**src/rtl/riscv_run_ctrl.sv**
```systemverilog
// Run controller for the RISC-V IP: sequences core reset, a bounded run window and
// completion, and turns instruction-write ticks into range-checked IMEM write strobes.
module riscv_run_ctrl #(
  parameter int IMEM_AW = 10,
  parameter int DATA_W  = 32
) (
  input  logic                 S_AXI_ACLK,
  input  logic                 S_AXI_ARESETN,
  input  logic                 i_run,
  input  logic [31:0]          i_num_cycle,
  input  logic                 i_mem_reset_n,
  input  logic                 i_instr_write,
  input  logic [31:0]          i_instr_addr,
  input  logic [DATA_W-1:0]    i_instr_data,
  input  logic                 i_core_halt,
  output logic                 o_idle,
  output logic                 o_running,
  output logic                 o_done,
  output logic                 o_core_en,
  output logic                 o_core_reset_n,
  output logic                 o_imem_we,
  output logic [IMEM_AW-1:0]   o_imem_addr,
  output logic [DATA_W-1:0]    o_imem_wdata,
  output logic [31:0]          o_cycle_count,
  output logic [IMEM_AW:0]     o_instr_count,
  output logic                 o_load_err
);

  typedef enum logic [1:0] {
    ST_IDLE     = 2'd0,
    ST_CORE_RST = 2'd1,
    ST_RUN      = 2'd2,
    ST_DONE     = 2'd3
  } state_t;

  localparam logic [IMEM_AW:0] IC_MAX = {1'b1, {IMEM_AW{1'b0}}};

  state_t              r_state;
  state_t              w_next;
  logic [31:0]         r_n;
  logic [31:0]         r_cnt;
  logic                r_imem_we;
  logic [IMEM_AW-1:0]  r_imem_addr;
  logic [DATA_W-1:0]   r_imem_wdata;
  logic [IMEM_AW:0]    r_instr_count;
  logic                r_load_err;

  logic w_run_acc;
  logic w_addr_ok;
  logic w_wr_acc;
  logic w_wr_rej;
  logic w_run_last;
  logic w_idle;
  logic w_running;
  logic w_done;
  logic w_core_en;
  logic w_core_rst;

  assign w_run_acc  = (r_state == ST_IDLE) && i_run && i_mem_reset_n;
  assign w_addr_ok  = (i_instr_addr[1:0] == 2'b00) && (i_instr_addr[31:IMEM_AW+2] == '0);
  assign w_wr_acc   = i_instr_write && i_mem_reset_n && (r_state == ST_IDLE) && w_addr_ok;
  // Writes while the memory is held in reset are dropped silently, not flagged.
  assign w_wr_rej   = i_instr_write && i_mem_reset_n && !w_wr_acc;
  assign w_run_last = (r_cnt == (r_n - 32'd1)) || i_core_halt;

  // State register
  always_ff @(posedge S_AXI_ACLK or negedge S_AXI_ARESETN) begin
    if (!S_AXI_ARESETN) begin
      r_state <= ST_IDLE;
    end else begin
      r_state <= w_next;
    end
  end

  // Next-state logic
  always_comb begin
    w_next = r_state;
    case (r_state)
      ST_IDLE: begin
        if (w_run_acc) begin
          w_next = (i_num_cycle == 32'd0) ? ST_DONE : ST_CORE_RST;
        end
      end
      ST_CORE_RST: begin
        w_next = i_mem_reset_n ? ST_RUN : ST_IDLE;
      end
      ST_RUN: begin
        if (!i_mem_reset_n) begin
          w_next = ST_IDLE;
        end else if (w_run_last) begin
          w_next = ST_DONE;
        end
      end
      ST_DONE: begin
        w_next = ST_IDLE;
      end
      default: begin
        w_next = ST_IDLE;
      end
    endcase
  end

  // Decoded outputs
  always_comb begin
    w_idle     = 1'b0;
    w_running  = 1'b0;
    w_done     = 1'b0;
    w_core_en  = 1'b0;
    w_core_rst = 1'b0;
    case (r_state)
      ST_IDLE:     w_idle = 1'b1;
      ST_CORE_RST: begin
        w_running  = 1'b1;
        w_core_rst = 1'b1;
      end
      ST_RUN: begin
        w_running = 1'b1;
        w_core_en = 1'b1;
      end
      ST_DONE:     w_done = 1'b1;
      default:     w_idle = 1'b0;
    endcase
  end

  // The run budget is latched at acceptance; the cycle count stops on abort so a
  // partial run reports only the cycles the core actually executed out of reset.
  always_ff @(posedge S_AXI_ACLK or negedge S_AXI_ARESETN) begin
    if (!S_AXI_ARESETN) begin
      r_n   <= 32'd0;
      r_cnt <= 32'd0;
    end else if (w_run_acc) begin
      r_n   <= i_num_cycle;
      r_cnt <= 32'd0;
    end else if ((r_state == ST_RUN) && i_mem_reset_n) begin
      r_cnt <= r_cnt + 32'd1;
    end
  end

  // Loader: strobe is registered so it lands one cycle after the write tick
  always_ff @(posedge S_AXI_ACLK or negedge S_AXI_ARESETN) begin
    if (!S_AXI_ARESETN) begin
      r_imem_we    <= 1'b0;
      r_imem_addr  <= '0;
      r_imem_wdata <= '0;
    end else begin
      r_imem_we <= w_wr_acc;
      if (w_wr_acc) begin
        r_imem_addr  <= i_instr_addr[IMEM_AW+1:2];
        r_imem_wdata <= i_instr_data;
      end
    end
  end

  always_ff @(posedge S_AXI_ACLK or negedge S_AXI_ARESETN) begin
    if (!S_AXI_ARESETN) begin
      r_instr_count <= '0;
    end else if (!i_mem_reset_n) begin
      r_instr_count <= '0;
    end else if (w_wr_acc && (r_instr_count != IC_MAX)) begin
      r_instr_count <= r_instr_count + 1'b1;
    end
  end

  // A rejection in the same cycle as an accepted run keeps the error visible.
  always_ff @(posedge S_AXI_ACLK or negedge S_AXI_ARESETN) begin
    if (!S_AXI_ARESETN) begin
      r_load_err <= 1'b0;
    end else if (w_wr_rej) begin
      r_load_err <= 1'b1;
    end else if (w_run_acc) begin
      r_load_err <= 1'b0;
    end
  end

  assign o_idle         = w_idle;
  assign o_running      = w_running;
  assign o_done         = w_done;
  assign o_core_en      = w_core_en;
  assign o_core_reset_n = S_AXI_ARESETN & i_mem_reset_n & ~w_core_rst;
  assign o_imem_we      = r_imem_we;
  assign o_imem_addr    = r_imem_addr;
  assign o_imem_wdata   = r_imem_wdata;
  assign o_cycle_count  = r_cnt;
  assign o_instr_count  = r_instr_count;
  assign o_load_err     = r_load_err;

endmodule

```
**config.mk**
```make
export PLATFORM = sky130hd
export DESIGN_NAME = riscv_run_ctrl
export DESIGN_NICKNAME = d
export VERILOG_FILES = /design/src/rtl/riscv_run_ctrl.sv
export SDC_FILE = /design/constraint.sdc
export NUM_CORES = 1
export LEC_CHECK = 0
export ABC_AREA = 1
export CAP_MARGIN = 10
export CORE_MARGIN = 1.5
export CORE_UTILIZATION = 49
export CTS_CLUSTER_DIAMETER = 60
export DETAILED_ROUTE_END_ITERATION = 6
export GPL_TIMING_DRIVEN = 0
export PLACE_DENSITY_LB_ADDON = 0.1
export REMOVE_ABC_BUFFERS = 1
export SLEW_MARGIN = 20
export SYNTH_ARGS = -nofsm -noshare
export SYNTH_HDL_FRONTEND = slang
export SYNTH_SLANG_ARGS = --single-unit
```
**constraint.sdc**
```tcl
create_clock -name S_AXI_ACLK -period 2.6 [get_ports S_AXI_ACLK]
set_clock_uncertainty 0.1 [all_clocks]
set_input_delay 0.39 -clock S_AXI_ACLK [delete_from_list [all_inputs] [get_ports S_AXI_ACLK]]
set_output_delay 0.39 -clock S_AXI_ACLK [all_outputs]
set_load 0.05 [all_outputs]
```
# Word level (Yosys, flattened, before mapping)
# Index checks and enable logic that the tools add are counted.
# word_totals
reg_bits	121
latchBits	0
ram_bits	0
romBits	0
inputBits	102
out_inout_bits	92
elab_cells	58
memories	0
# classes
n_addsub	3
multipliers	0
n_div	0
n_lt_le_gt_ge	0
eq_ne	8
shifts	0
n_mux	17
n_bitwise	3
reduce_logical	19
# ops
cell	n
2-to-1 mux 32 bit	2
adder 32 x 1 -> 32 bit, second input constant	1
equality test 32 bit	1
zero test 32 bit	1
subtractor 32 x 1 -> 32 bit, second input constant	1
2-to-1 mux 11 bit	2
zero test 20 bit	1
adder 11 x 1 -> 11 bit, second input constant	1
inequality test 11 bit, second input constant	1
2-to-1 mux 2 bit	5
logical AND 1 bit	9
one-hot mux 2 bit (4 select lines)	1
2-to-1 mux 1 bit	7
equality test 2 bit, second input constant	2
zero test 2 bit	2
nonzero test 2 bit	2
inequality test 3 bit, second input constant	1
bitwise AND 1 bit	2
equality test 2 x 1 -> 1 bit, second input constant	1
inequality test 2 x 1 -> 1 bit, second input constant	1
inequality test 2 bit, second input constant	1
AND reduction 2 bit	1
OR reduction 2 bit	1
zero test 1 bit	1
other kinds (2)	2

# Depth between registers and ports, before layout
# logic_depth
word_depth	6
ltp_mapped	17
depth_no_buf	17

# Least setup slack after synthesis
# Ideal clock, no wire load.
# synth_path
path_type	register to register
from	register r_state[0]
to	register r_cnt[27] (netlist: o_cycle_count[27])
setup_ps	126
arrival_time_ps	2223
required_time_ps	2374
path_slack_ps	151
path_stages_with_launch	12
path_buffers	0
synth_period_minus_slack_ps	2449
path_cell_list	dfrtp_1 inv_1 ha_1 nand3_1 nand2_2 inv_2 nor3_4 nand2_1 nor4_4 nand2_1 o21ai_1 a21oi_1
# synth_between
elab_chain_len	4
elab_cells_between_ends	7
classes_between	1 x eq/ne; 1 x mux; 5 x reduce/logical
# synth_rtl
element	line	source
start: declaration	38	state_t r_state;
start signal: assignment	71	r_state <= w_next;
zero test 2 bit	59	assign w_run_acc = (r_state == ST_IDLE) && i_run && i_mem_reset_n;
logical AND 1 bit (2 in a row)	59	
2-to-1 mux 32 bit or nonzero test 2 bit (tied branches)	--	
end signal: assignment	135	r_cnt <= r_cnt + 32'd1;
end: declaration	41	logic [31:0] r_cnt;
# Several ways; a longest one is shown, not always the timed one.
# A chain may end at the register's enable or synchronous reset.

# Worst setup path in the final report
# layout_path
from	register r_state[0]
to	output o_core_en
# layout_between
elab_chain_len	2
# layout_rtl
element	line	source
equality test 2 bit	110	case (r_state)
2-to-1 mux 1 bit	110	
end: declaration	19	output logic o_core_en,
# Every way passes these cells.

==> results.sh <==
export IMPL_routed_wl_um=22400
export IMPL_synth_seq_cells=121
export IMPL_startpoint_type="flop"
export IMPL_synthDistinctLibCells=38
export IMPL_synth_largest_area_cell="dfrtp_1"
export IMPL_drtIter0Drc=476
export IMPL_slew_headroom_pct=28.0
export IMPL_cts_buffers=17
export IMPL_synth_warnings=0
export IMPL_cts_tree="yes"
export IMPL_path_class="flop to output pin"
export IMPL_htreeDepth=4
export IMPL_port_buffers=193
export IMPL_hold_depth=2
export IMPL_path_max_fanout=4
export IMPL_dieHeight_um=123
export IMPL_place_congestion=0.894
export IMPL_ant_nets=0
export IMPL_p_leak_nw=4.83
export IMPL_peakVddDrop_uv=520
export IMPL_hold_class="flop to flop"
export IMPL_grt_max_degree=63
export IMPL_r2r_cells=13
export IMPL_core_area_um2=13900
export IMPL_syn_area_per_cell_um2=7.16
export IMPL_hold_violations=0
export IMPL_worst_slack_ps=115
export IMPL_grt_pass1_wl_um=35100
export IMPL_final_nets=1296
export IMPL_cp_required_ps=2110
export IMPL_die_area_um2=15000
export IMPL_first_pass_iters=5
export IMPL_fin_crit_sh_pct=95.6
export IMPL_dieWidth_um=123
export IMPL_p_per_area_nw_per_um2=784
export IMPL_synth_area_um2=7010
export IMPL_power_mw=7.85
export IMPL_initial_core_util_pct=50.3
export IMPL_synthCells=979
export IMPL_place_hpwl_um=15100
export IMPL_setup_viol=0
export IMPL_avgViaCountPerCell=5.18
export IMPL_stdcell_count=1377
export IMPL_dr_total_vias=7126
export IMPL_drc=0
export IMPL_end_kind="output pin"
export IMPL_dp_cells=1331
export IMPL_path_clk_slew_ps=60
export IMPL_ios=194
export IMPL_area_growth_pct=42.7
export IMPL_max_freq_ghz=0.402
export IMPL_rows=43
export IMPL_synth_top_area_share_pct=43.2
export IMPL_diodes=0
export IMPL_track_usage_pct=30.6
export IMPL_fin_crit_ps=2480
export IMPL_critPathArrivalTime_ps=1990
export IMPL_slew_viol_final=0
export IMPL_drv_cap=0
export IMPL_ctsRootBufferMaster="clkbuf_16"
export IMPL_grt_overflow=0
export IMPL_cts_sinks=121
export IMPL_synth_area_top_cells="dfrtp_1 (43%), nand2_1 (19%), inv_1 (5.7%), nor2_1 (5.5%), o21ai_0 (3.7%)"
export IMPL_ys_seq_area_share_pct=43.2
export IMPL_final_util_pct=71.9
export IMPL_cts_path_max_buffers=2
export IMPL_antenna_found_initial=0
export IMPL_tightest_slew_ps=1080
export IMPL_drive_gt1_share_pct=7.85
export IMPL_insertion_delay_ps=430
export IMPL_grt_pass1_vias=6917
export IMPL_wire_per_inst_um=16.3
export IMPL_pre_cts_ws_ps=-1340
export IMPL_status="finished clean"
==> flip-flops by register name, indices dropped and copies added, names as in the netlist <==
name / flops
o_load_err: 1
o_imem_we: 1
r_n: 32
r_state: 2
o_instr_count: 11
o_cycle_count: 32
o_imem_addr: 10
o_imem_wdata: 32
==> timing repair <==
item / 4_1_cts / 5_1_grt
pin swaps: 3 / 2
buffers inserted: 4 / 2
gates resized for setup: 17 / 10
hold buffers: 5 / 0
endpoints found under the hold margin: 62 / 0
cloned: 3 / 2
setup endpoints to repair: 88 / 9
==> metal layers <==
metal / wire (µm) / vias up / global-route usage [%]
met5: 0 / - / 0
met4: 438 / 0 / 9.38
met3: 1970 / 35 / 10.1
met2: 10800 / 250 / 50.2
met1: 9200 / 3302 / 38.4
li1: - / 3539 / -
==> cells in the mapped netlist (all sizes together) <==
cell type	count
buf	8
dfrtp	121
a21o	1
ha	8
xnor2	10
or2	2
nand4	22
nor2	112
clkbuf	14
a2bb2oi	1
o21bai	3
o21ai	61
nor3	19
nor4	21
a21oi	31
nand2	360
o21a	1
a31o	1
and3	1
o31ai	1
nor3b	1
xor2	23
inv	111
a221oi	2
nand3	39
nand3b	5
==> final cells by class <==
class | instances | area, µm²
Clock inverter | 11 | 149
Timing Repair inverter | 1 | 11.3
Tap cell | 180 | 225
Timing Repair Buffer | 205 | 2130
Sequential cell | 121 | 3030
Multi-Input combinational cell | 729 | 3580
Clock buffer | 19 | 443
Fill cell | 1118 | 3920
Inverter | 111 | 443
==> power breakdown <==
group | internal [mW] | switching [mW] | leakage (nW)
sequential | 2.19 | 0.426 | 1.63
combinational | 1.06 | 1.79 | 2.92
clock | 1.52 | 0.876 | 0.281
==> kinds of logic (layout without fill, tap and decap cells) <==
family | count (synthesis) | after routing | synth area share [%]
simple gates | 582 | 586 | 36.2
buf+inv | 133 | 347 | 7.33
flops | 121 | 121 | 43.2
compound gates | 102 | 102 | 7.71
xor+xnor | 33 | 33 | 4.12
fa+ha+maj | 8 | 8 | 1.43
==> final timing paths <==
check	startpoint	endpoint	slack (ps)
setup / recovery	r_state[0]	o_core_en	120
hold / removal	o_imem_wdata[28]	o_imem_wdata[28]	380
setup reg to reg	r_state[1]	o_instr_count[4]	160
hold reg to reg	o_imem_wdata[28]	o_imem_wdata[28]	380
max in group asynchronous	S_AXI_ARESETN	r_n[19]	930
min in group asynchronous	S_AXI_ARESETN	o_cycle_count[2]	560
==> critical path, stage by stage (launching register included) <==
cell	delay [ps]
dfrtp_1	420
inv_2	100
ha_1	200
clkdlybuf4s50_1	860
==> stage by stage <==
stage               hold slack, ps  setup TNS (ps)  area, µm²
floorplan                    -5.59          -76700       6920
global placement               362         -685810       9070
detailed placement             326          -80410       9120
CTS                            380               0       9940
global route                   390           -31.1      10000
finish                         376               0      10000
==> placed cells by master, fill, tap and decap left out, drive strengths merged, types with 8 or more instances in the layout <==
cell type / n
dfrtp: 121
xor2: 23
clkbuf: 19
inv: 112
o21ai: 61
nor3: 19
xnor2: 10
nand2: 362
nand4: 22
buf: 11
ha: 8
a21oi: 31
clkdlybuf4s50: 189
nor2: 112
nor4: 21
nand3: 41
No activity file was read; power rests on OpenSTA's default activity.
